===== config.mk =====
export PLATFORM = sky130hd
export DESIGN_NAME = srl_stream_fifo
export DESIGN_NICKNAME = d
export VERILOG_FILES = /design/src/rtl/srl_stream_fifo_pkg.sv /design/src/rtl/srl_stream_fifo_tap_line.sv /design/src/rtl/srl_stream_fifo.sv
export SDC_FILE = /design/constraint.sdc
export NUM_CORES = 2
export LEC_CHECK = 0
export BUFFER_PORTS_ARGS = -buffer_cell sky130_fd_sc_hd__buf_2
export CAP_MARGIN = 20
export CORE_ASPECT_RATIO = 2
export CORE_MARGIN = 4
export CORE_UTILIZATION = 50
export DETAILED_ROUTE_END_ITERATION = 16
export HOLD_SLACK_MARGIN = 0.08
export PLACE_DENSITY = 0.65
export SKIP_CTS_REPAIR_TIMING = 1
export SLEW_MARGIN = 10
export SYNTH_ARGS = -nofsm -noshare
export SYNTH_HDL_FRONTEND = slang
export SYNTH_SLANG_ARGS = --single-unit

===== constraint.sdc =====
create_clock -name clk -period 279.9 [get_ports clk]
set_clock_uncertainty 0.2 [all_clocks]
set_input_delay 55.98 -clock clk [delete_from_list [all_inputs] [get_ports clk]]
set_output_delay 55.98 -clock clk [all_outputs]
set_load 0.005 [all_outputs]

===== src/rtl/srl_stream_fifo_pkg.sv =====
// Shared defaults for the SRL-backed stream FIFO and its tap line.
package srl_stream_fifo_pkg;
    localparam int SRL_DEF_WIDTH = 32;
    localparam int SRL_DEF_DEPTH = 128;
endpackage


===== src/rtl/srl_stream_fifo_tap_line.sv =====
// Addressable shift line: shift in at tap 0, combinational read at any tap.
// No reset on purpose so synthesis can map it onto SRL primitives.
module srl_tap_line
    import srl_stream_fifo_pkg::*;
#(
    parameter int WIDTH = SRL_DEF_WIDTH,
    parameter int DEPTH = SRL_DEF_DEPTH,
    localparam int AW   = $clog2(DEPTH)
) (
    input  logic             clk,
    input  logic             en,
    input  logic [WIDTH-1:0] d,
    input  logic [AW-1:0]    addr,
    output logic [WIDTH-1:0] q
);
    logic [DEPTH-1:0][WIDTH-1:0] sr;

    always_ff @(posedge clk) begin
        if (en) sr <= {sr[DEPTH-2:0], d};
    end

    assign q = sr[addr];
endmodule


===== src/rtl/srl_stream_fifo.sv =====
// Stream FIFO: SRL storage line followed by a registered output stage.
// Capacity is DEPTH words in the line plus one in the output register.
module srl_stream_fifo
    import srl_stream_fifo_pkg::*;
#(
    parameter int WIDTH = SRL_DEF_WIDTH,
    parameter int DEPTH = SRL_DEF_DEPTH,
    localparam int AW   = $clog2(DEPTH),
    localparam int CW   = $clog2(DEPTH + 2)
) (
    input  logic             clk,
    input  logic             rstn,
    input  logic             clr,
    input  logic [WIDTH-1:0] s_data,
    input  logic             s_valid,
    output logic             s_ready,
    output logic [WIDTH-1:0] m_data,
    output logic             m_valid,
    input  logic             m_ready,
    output logic [CW-1:0]    count
);
    logic [AW:0]      occ;
    logic [AW:0]      occ_m1;
    logic [WIDTH-1:0] tap_q;
    logic             wr;
    logic             ld;

    assign s_ready = (occ != (AW+1)'(DEPTH));
    assign wr      = s_valid && s_ready && !clr;
    assign ld      = (occ != '0) && (!m_valid || m_ready);
    // occ-1 always points at the oldest word; value is ignored when occ==0
    assign occ_m1  = occ - 1'b1;

    srl_tap_line #(.WIDTH(WIDTH), .DEPTH(DEPTH)) u_line (
        .clk  (clk),
        .en   (wr),
        .d    (s_data),
        .addr (occ_m1[AW-1:0]),
        .q    (tap_q)
    );

    always_ff @(posedge clk or negedge rstn) begin
        if (!rstn) begin
            occ     <= '0;
            m_valid <= 1'b0;
            m_data  <= '0;
        end else if (clr) begin
            occ     <= '0;
            m_valid <= 1'b0;
        end else begin
            // a simultaneous write and load leave occupancy unchanged
            if (wr && !ld)      occ <= occ + 1'b1;
            else if (!wr && ld) occ <= occ - 1'b1;
            if (ld) begin
                m_data  <= tap_q;
                m_valid <= 1'b1;
            end else if (m_ready) begin
                m_valid <= 1'b0;
            end
        end
    end

    assign count = CW'(occ) + CW'(m_valid);
endmodule


==> run_results.csv <==
group,metric,value,unit
synth,ys_seq_area_frac,0.785,
timing,drv_slew,0,
worst_setup_path,cp_cell_sequence,"buf_2 -> nand2b_1 -> a31oi_4 -> buf_12 -> buf_4 -> buf_12 -> buf_4 -> buf_4 -> buf_4 -> buf_12 -> buf_4 -> buf_12 -> buf_4",
placement,io_buffers,78,
timing,finalSetupTns,0,ns
clock_network,clock_latency,0.90,ns
synth,ys_seq_elements,4137,
global_route,grt_first_pass_wirelength,480000,um
cells_and_area,area_delta_synth_final,10.5,%
run,cap_violations,0,
timing,max_slew_margin,0.237,
synth,syn_area_per_cell,22.4,um^2
route,ant_nets,0,
worst_setup_path,cp_slowest_stage_delay,0.98,ns
worst_setup_path,end_kind,"register",
synth,yosysWarningCount,0,
synth,synth_nets,7080,
timing,setup_viol,0,
power,power_density,11.1,nW/um^2
floorplanning,core_area,314000,um^2
route,drc,0,
synth,synthArstFlopShare,0.00991,
clock_network,cts_buffers,357,
timing,hold_violations,0,
power,p_total,1.93,mW
cells_and_area,fin_util,0.555,
placement,post-place-ws,213.58,ns
worst_setup_path,cpMostUsedCell,"buf_4",
route,drtIter0Drc,8186,
clock_network,clkTransAtPathRegs,0.07,ns
worst_hold_path,hold_class,"register to register",
floorplanning,rows,291,
clock_network,h-tree-depth,5,
synth,netlist_instances,7038,
timing,holdWs,0.206,ns
worst_setup_path,worstPathMaxFanout,204,
route,wl_per_cell,27.1,um
synth,synthFlopType,"edfxtp_1",
power,ir_worst_vdd,0.0122,mV
timing,rsz0062_at_grt,"false",
floorplanning,dieArea,325000,um^2
floorplanning,boundaryPins,79,
synth,synth.distinct_cells,71,
cells_and_area,layout_commonest_cell,"edfxtp_1",
worst_setup_path,crit_slowest_cell,"buf_4",
cells_and_area,mostFrequentLayoutCells,"edfxtp_1 (4096), mux4_2 (1051), nand2_1 (614), clkbuf_16 (361), nand3_1 (238)",
cells_and_area,nets,7261,
timing,worst_slew_pin_slew,1.14,ns
synth,synthTopCellsByArea,"edfxtp_1 (78%), mux4_2 (15%), nand2_1 (1.5%)",
worst_setup_path,critPathRequiredTime,280.19,ns
worst_setup_path,cp.arrival,65.49,ns
clock_network,cts_root_buf,"clkbuf_16",
timing,final.setup.worst_slack,214.70,ns
global_route,grt_max_degree,206,
outcome,status,"complete, no violations",
placement,gp_congestion,0.767,
cells_and_area,final_layout_size_suffix_gt1_frac,0.249,
global_route,grt_pass1_vias,75200,
placement,hpwl,176000,um
route,routed-via-count,71400,
route,via_per_inst,6.15,
synth,yosysTopAreaCell,"edfxtp_1",
global_route,gr-total-overflow,0,
floorplanning,dieHeight,803,um
clock_network,cts.sinks,4137,
global_route,grt_usage,0.192,
clock_network,cts.path.max_buffers,4,
timing,fmax,15.3,MHz
clock_network,cts_tree,"done",
worst_setup_path,crit_type,"input port to register",
route,firstDrtPassIters,8,
timing,min_period,65.20,ns
synth,synth-edff-count,4096,
power,cellLeakagePower,55.4,nW
floorplanning,initial_core_util,0.503,
route,routed_wl,315000,um
synth,synth_top_area_frac,0.779,
worst_setup_path,start_kind,"input port",
floorplanning,fp.dieW,405,um
global_route,grt_antenna_before_repair,16,
timing,fin_crit_sh,0.233,
synth,synth_area,158000,um^2
## where the power goes
group / total [mW] / switching, mW / leakage [nW] / internal [mW]
clock network: 0.495 / 0.226 / 5.54 / 0.269
registers: 0.753 / 0.0227 / 38.9 / 0.731
logic: 0.684 / 0.404 / 11.0 / 0.279
total: 1.93 / 0.653 / 55.4 / 1.28
## registers in the layout, summed over array words and instances (netlist names)
register / flops
m_valid: 1
u_line.sr: 4096
occ: 8
m_data: 32
## worst paths after layout
kind,depth (start not counted),end,startpoint,slack (ns)
setup / recovery,13,u_line.sr[1138],clr,214.70
hold / removal,0,u_line.sr[1739],u_line.sr[1707],0.21
setup reg to reg,13,u_line.sr[1138],occ[0],268.75
hold reg to reg,0,u_line.sr[1739],u_line.sr[1707],0.21
max in group asynchronous,1,occ[0],rstn,223.81
min in group asynchronous,1,m_data[8],rstn,54.96
## final cells by class
cell class	count	area [um^2]
repair buffers	219	1810
inverters	5	23.8
fillers	23000	140000
well taps	4102	5130
diodes	5	12.5
clock inverters	219	2130
clock buffers	422	9280
multi-input cells	2499	32100
flip-flops and latches	4137	124000
## worst max-delay path, delay by kind of cell
kind                   cells  cell delay [ns]
AO/OA/AOI/OAI              1             0.19
AND/OR/NAND/NOR            1             0.23
buffers and inverters     11             8.26
## layer usage
| layer | track usage | vias up | routed length (um) |
|---|---|---|---|
| met2 | 0.317 | 2163 | 159000 |
| met3 | 0.0302 | 442 | 18000 |
| met5 | 0 | - | 27 |
| li1 | - | 30000 | - |
| met4 | 0.0527 | 4 | 8110 |
| met1 | 0.269 | 38800 | 130000 |
## cell families after synthesis
kind of cell,share of synthesized area
compound gates,0.0129
fa+ha+maj,0.000396
simple gates,0.0276
buf+inv,0.0122
mux,0.161
flops,0.785
xor+xnor,0.000824
## metrics by stage
step	area (um^2)	instances
after floorplan	158000	7038
after global placement	163000	11000
after detailed placement	163000	11000
after CTS	174000	11600
after global routing	175000	11600
final	175000	11600
## synth_stat cells (all sizes together), types with 2 or more instances
cell and count:
a2111oi 2, a211o 2, a211oi 3, a21oi 15
a221o 17, a221oi 7, a222oi 23, a22oi 3
a31o 3, a31oi 48, a32oi 61, a41oi 2
and2 4, and3 10, and4 4, buf 230
clkbuf 167, dfrtp 41, edfxtp 4096, ha 5
inv 5, mux2 39, mux2i 126, mux4 1051
nand2 618, nand2b 4, nand3 238, nand4 42
nand4b 4, nor2 21, nor2b 4, nor3 24
nor4 4, o21ai 38, o221ai 2, o22a 2
o22ai 28, o31ai 3, o32ai 2, or2 3
or3 11, or4 2, xnor2 8, xor2 6
No activity file was read; power rests on OpenSTA's default activity.
